$ cat src/rtl/mdu_pkg.sv
// Shared constants for the MIPS multiply/divide unit: op encodings, FSM states, iteration count.
package mdu_pkg;
  localparam int ITER = 32;

  localparam logic [1:0] OP_MULT  = 2'b00;
  localparam logic [1:0] OP_MULTU = 2'b01;
  localparam logic [1:0] OP_DIV   = 2'b10;
  localparam logic [1:0] OP_DIVU  = 2'b11;

  localparam logic [1:0] ST_IDLE   = 2'd0;
  localparam logic [1:0] ST_CALC   = 2'd1;
  localparam logic [1:0] ST_FINISH = 2'd2;
endpackage

$ cat src/rtl/mult_div_unit.sv
// Iterative 32-bit MULT/MULTU/DIV/DIVU with HI/LO registers and MTHI/MTLO writes.
// One product/quotient bit per cycle on magnitudes; signs are fixed up in FINISH.
module mult_div_unit #(
  parameter int ITER = mdu_pkg::ITER
) (
  input  logic        Clk,
  input  logic        Reset,
  input  logic        Start,
  input  logic [1:0]  Op,
  input  logic [31:0] A,
  input  logic [31:0] B,
  input  logic        HiWe,
  input  logic        LoWe,
  input  logic [31:0] WrData,
  output logic        Busy,
  output logic        Done,
  output logic [31:0] Hi,
  output logic [31:0] Lo
);
  import mdu_pkg::*;

  localparam int CW = $clog2(ITER);

  function automatic logic [31:0] cneg32(input logic [31:0] x, input logic en);
    return en ? -x : x;
  endfunction

  function automatic logic [63:0] cneg64(input logic [63:0] x, input logic en);
    return en ? -x : x;
  endfunction

  logic [1:0]    state_q, state_d;
  logic [CW-1:0] cnt_q, cnt_d;
  logic [1:0]    op_q, op_d;
  logic [31:0]   opnd_q, opnd_d;
  logic [63:0]   acc_q, acc_d;
  logic          qneg_q, qneg_d;
  logic          rneg_q, rneg_d;
  logic [31:0]   hi_q, hi_d;
  logic [31:0]   lo_q, lo_d;
  logic          done_q, done_d;

  logic          sgn, is_div, start_div;
  logic [31:0]   a_mag, b_mag;
  logic [32:0]   trial, sum;
  logic [63:0]   prod;

  always_comb begin
    state_d   = state_q;
    cnt_d     = cnt_q;
    op_d      = op_q;
    opnd_d    = opnd_q;
    acc_d     = acc_q;
    qneg_d    = qneg_q;
    rneg_d    = rneg_q;
    hi_d      = hi_q;
    lo_d      = lo_q;
    done_d    = 1'b0;
    sgn       = (Op == OP_MULT) || (Op == OP_DIV);
    start_div = (Op == OP_DIV) || (Op == OP_DIVU);
    is_div    = (op_q == OP_DIV) || (op_q == OP_DIVU);
    a_mag     = cneg32(A, sgn & A[31]);
    b_mag     = cneg32(B, sgn & B[31]);
    trial     = {acc_q[63:32], acc_q[31]} - {1'b0, opnd_q};
    sum       = {1'b0, acc_q[63:32]} + (acc_q[0] ? {1'b0, opnd_q} : 33'd0);
    prod      = cneg64(acc_q, qneg_q);

    case (state_q)
      ST_IDLE: begin
        if (HiWe) hi_d = WrData;
        if (LoWe) lo_d = WrData;
        if (Start) begin
          state_d = ST_CALC;
          cnt_d   = '0;
          op_d    = Op;
          qneg_d  = sgn & (A[31] ^ B[31]);
          rneg_d  = sgn & A[31];
          // acc low word is the bit source: multiplier for MULT, dividend for DIV
          opnd_d  = start_div ? b_mag : a_mag;
          acc_d   = {32'd0, start_div ? a_mag : b_mag};
        end
      end
      ST_CALC: begin
        if (is_div) begin
          if (!trial[32]) acc_d = {trial[31:0], acc_q[30:0], 1'b1};
          else            acc_d = {acc_q[62:0], 1'b0};
        end else begin
          acc_d = {sum, acc_q[31:1]};
        end
        cnt_d = cnt_q + 1'b1;
        if (cnt_q == CW'(ITER - 1)) state_d = ST_FINISH;
      end
      ST_FINISH: begin
        state_d = ST_IDLE;
        done_d  = 1'b1;
        if (is_div) begin
          // With a zero divisor every trial succeeds, so the remainder is |A| and
          // the sign fixup restores A; only the quotient needs forcing.
          lo_d = (opnd_q == 32'd0) ? 32'hFFFF_FFFF : cneg32(acc_q[31:0], qneg_q);
          hi_d = cneg32(acc_q[63:32], rneg_q);
        end else begin
          {hi_d, lo_d} = prod;
        end
      end
      default: state_d = ST_IDLE;
    endcase
  end

  always_ff @(posedge Clk) begin
    if (Reset) begin
      state_q <= ST_IDLE;
      cnt_q   <= '0;
      op_q    <= OP_MULT;
      opnd_q  <= '0;
      acc_q   <= '0;
      qneg_q  <= 1'b0;
      rneg_q  <= 1'b0;
      hi_q    <= '0;
      lo_q    <= '0;
      done_q  <= 1'b0;
    end else begin
      state_q <= state_d;
      cnt_q   <= cnt_d;
      op_q    <= op_d;
      opnd_q  <= opnd_d;
      acc_q   <= acc_d;
      qneg_q  <= qneg_d;
      rneg_q  <= rneg_d;
      hi_q    <= hi_d;
      lo_q    <= lo_d;
      done_q  <= done_d;
    end
  end

  assign Busy = (state_q != ST_IDLE);
  assign Done = done_q;
  assign Hi   = hi_q;
  assign Lo   = lo_q;
endmodule

$ cat config.mk
export PLATFORM = sky130hd
export DESIGN_NAME = mult_div_unit
export DESIGN_NICKNAME = d
export VERILOG_FILES = /design/src/rtl/mdu_pkg.sv /design/src/rtl/mult_div_unit.sv
export SDC_FILE = /design/constraint.sdc
export NUM_CORES = 1
export LEC_CHECK = 0
export ABC_AREA = 1
export BUFFER_PORTS_ARGS = -buffer_cell sky130_fd_sc_hd__clkbuf_2
export CELL_PAD_IN_SITES_DETAIL_PLACEMENT = 1
export CELL_PAD_IN_SITES_GLOBAL_PLACEMENT = 1
export CORE_ASPECT_RATIO = 0.5
export CORE_MARGIN = 2
export CORE_UTILIZATION = 35
export CTS_CLUSTER_DIAMETER = 120
export DETAILED_ROUTE_END_ITERATION = 10
export PLACE_DENSITY = 0.82
export REMOVE_ABC_BUFFERS = 1
export SLEW_MARGIN = 20
export SYNTH_ARGS = -nofsm -noshare
export SYNTH_HDL_FRONTEND = slang
export SYNTH_SLANG_ARGS = --single-unit
$ cat constraint.sdc
create_clock -name Clk -period 2.5 [get_ports Clk]
set_input_delay 0 -clock Clk [delete_from_list [all_inputs] [get_ports Clk]]
set_output_delay 0 -clock Clk [all_outputs]
set_load 0.01 [all_outputs]
==> impl_metrics.tcl <==
set metrics [dict create \
    r2r_slack_ps -330 \
    met3_usage_pct 7.69 \
    synth_common_cells "nand2_1 (814), inv_1 (459), nand3_1 (346), a21oi_1 (289), nor2_1 (278)" \
    holdWs_ps 14.1 \
    grt_max_degree 77 \
    drive_gt1_share_pct 25.2 \
    clk_pin_slew_worst_paths_ps 80 \
    grt_pass1_wl_mm 146 \
    vias 25600 \
    die_area_um2 52900 \
    r2r-start "acc_q[49]" \
    synth.most_common_cell "nand2_1" \
    criticalPathCategory "register to register" \
    clock_sinks 171 \
    ys_warn_count 0 \
    htree_levels 4 \
    syn_area_um2 17800 \
    yosysTopAreaCell "dfxtp_1" \
    ant_nets 0 \
    path_common_cell "nand3_1" \
    die-height_um 164 \
    cts_root_buf "clkbuf_16" \
    p_per_area_nw_per_um2 508 \
    synth_mux_area_share_pct 0 \
    skew_ps 20.1 \
    min_path_cells 6 \
    cp-start-kind "register" \
    path_cells "ha_4 -> nand2_4 -> inv_2 -> nand2_1 -> nand2_2 -> nand2_1 -> nand2_2 -> a21oi_4 -> nand2_4 -> nand2_8 -> clkbuf_16 -> nand3_1 -> nand3_1 -> nand3_1 -> a21oi_1" \
    worstRegToRegCells 15 \
    status "finished, violations left" \
    clock_latency_ps 480 \
    grt_pass1_vias 24500 \
    finalSetupTns_ps -7190 \
    clockBufferDepth 2 \
    final_core_util_pct 48.2 \
    p_leak_uw 0.0116 \
    synth_top_family_by_area "simple AND/OR/NAND/NOR gates" \
    violations "negative setup slack" \
    crit_arrival_ps 3220 \
    critPathMaxFanout 8 \
    dp_cells 4201 \
    ys_async_sr_fraction_pct 0 \
    drv_cap 0 \
    grtUsageMet2_pct 58.4 \
    boundaryPins 169 \
    fmax_mhz 353 \
    cts_buffers 17 \
    ys_seq_elements 171 \
    met1_usage_pct 47.1 \
    synth-edff-count 0 \
    cts_tree "done" \
    slowest_stage "dfxtp_1" \
    fill_cells 6848 \
    required_ps 2890 \
    area_delta_synth_final_pct 35.9 \
    end_kind "register" \
    place_congestion 1.03 \
    overflow 0 \
    worst_r2r_endpoint "acc_q[47]" \
    initial_core_util_pct 35.5 \
    setup_viol 33 \
    finalCritPeriodShare_pct 113 \
    path_buf_inv 2 \
    hold_class "primary input to register" \
    relSlewSlack_pct 41.6 \
    yosysUniqueCellTypes 54 \
    dp.final_hpwl_mm 75.7 \
    cp_slowest_stage_delay_ps 630 \
    wirelength_mm 106 \
    grt.total_usage_pct 36.3 \
    min_from "A[10]" \
    synth.area.top_cells "dfxtp_1 (19%), nand2_1 (17%), nand3_1 (9.7%)" \
    synth.avg_cell_area_um2 5.59 \
    netlist.area_leader.share_pct 19.2 \
    core_um2 50300 \
    ys.flop_type "dfxtp_1" \
    drc 0 \
    synth_simple_gate_area_share_pct 39.1 \
    synth-xor-area-share_pct 2.80 \
    worst_slack_ps -330 \
    drtIter0Drc 3184 \
    layout.cells.non_filler 4301 \
    syn-instance-count 3191 \
    power_uw 12300 \
    drt-vias-per-instance 5.94 \
    post_drt_wl_per_cell_um 24.6 \
    period_minus_slack_ps 2830 \
    synth_fa_ha_area_share_pct 5.13 \
    grt_busiest_layer "met2" \
    port_buffers 168 \
    antenna_found_initial 0 \
    num-nets-final 3773 \
    path_delay_family "simple AND/OR/NAND/NOR gates" \
    final_hold_viol_count 0 \
    tightest_slew_ps 876 \
    synth_compound_area_share_pct 20.8 \
    ir_worst_vdd_v 0.000532 \
    drv_slew 0 \
    fp.dieW_um 323 \
    min_to "opnd_q[10]" \
    rsz0062_at_grt "yes" \
    drt-pass1-iter-count 6 \
    rows 58 \
    ys_seq_area_share_pct 19.2 \
]
## worst reg2reg max path, stage by stage (launching register included)
cell and delay, ps:
dfxtp_1 630, ha_4 300, nand2_4 100, inv_2 50, nand2_1 80, nand2_2 80
nand2_1 70, nand2_2 70, a21oi_4 290, nand2_4 140, nand2_8 190, clkbuf_16 210
nand3_1 80, nand3_1 120, nand3_1 90, a21oi_1 230
## timing repair
action / CTS / global route
resized for setup: 95 / 327
hold buffers: 39 / 0
pin swaps: 14 / 63
setup buffers: 5 / 17
setup endpoints to repair: 35 / 52
cloned: 2 / 5
endpoints found under the hold margin: 70 / 0
## worst max path at each step
| stage | start | endpoint | slack, ps | cells past startpoint |
|---|---|---|---|---|
| floorplan | state_q[1] | acc_q[10] | -2160 | 7 |
| global placement | opnd_q[12] | acc_q[59] | -170 | 12 |
| detailed placement | opnd_q[10] | acc_q[43] | -210 | 15 |
| CTS | acc_q[31] | acc_q[57] | -20 | 18 |
| global route | acc_q[49] | acc_q[47] | -330 | 15 |
| finish | acc_q[49] | acc_q[47] | -330 | 15 |
## layout by cell type, fill, tap and decap left out, drive strengths merged, types with 8 or more instances in the layout
cell	instances
nand3	354
dfxtp	171
or2	14
xor2	43
inv	473
xnor2	14
nor3	44
nand2	834
a21o	10
ha	70
o211ai	26
dlygate4sd3	39
o21bai	8
nand3b	18
clkinv	8
buf	304
a22oi	9
nor2	289
nand4	44
a31oi	25
a21oi	293
clkbuf	191
o21ai	292
## flip-flops by register name (all words and copies together), names as in the netlist
signal   cells
Lo          32
rneg_q       1
Hi          32
op_q         1
opnd_q      32
cnt_q        5
acc_q       64
Done         1
state_q      2
qneg_q       1
## layer usage
layer | vias to the layer above | part of all wire, %
met4 | 2 | 5.7
met5 | - | 0.057
li1 | 11300 | -
met1 | 12400 | 40
met3 | 428 | 10
met2 | 1417 | 44
## final cells by class
cell class	count	area [um^2]	area share, %
diodes	1	2.50	0.0103
clock buffers	19	443	1.83
clock inverters	12	106	0.438
inverters	471	1770	7.30
multi-input cells	2422	13700	56.6
flip-flops and latches	171	3500	14.4
well taps	690	863	3.56
repair buffers	515	3830	15.8
## where the power goes
group / switching, uW / total, uW / internal (uW)
sequential: 301 / 3250 / 2950
clock: 1480 / 2820 / 1330
combinational: 4040 / 6270 / 2220
total: 5830 / 12300 / 6510
## logic make-up after synthesis
kind of cell / Yosys count
AND/OR/NAND/NOR: 1607
XOR/XNOR: 57
buffers and inverters: 599
adder cells (fa/ha/maj): 72
flip-flops: 171
AO/OA/AOI/OAI: 685
## stage by stage
step                      setup WS [ps]  area [um^2]
after floorplan                   -2160        17300
after global placement             -172        21200
after detailed placement           -206        21200
after CTS                         -18.8        22700
after global routing               -326        24300
final                              -330        24300
Note: power is estimated with default switching activity, not from simulation.
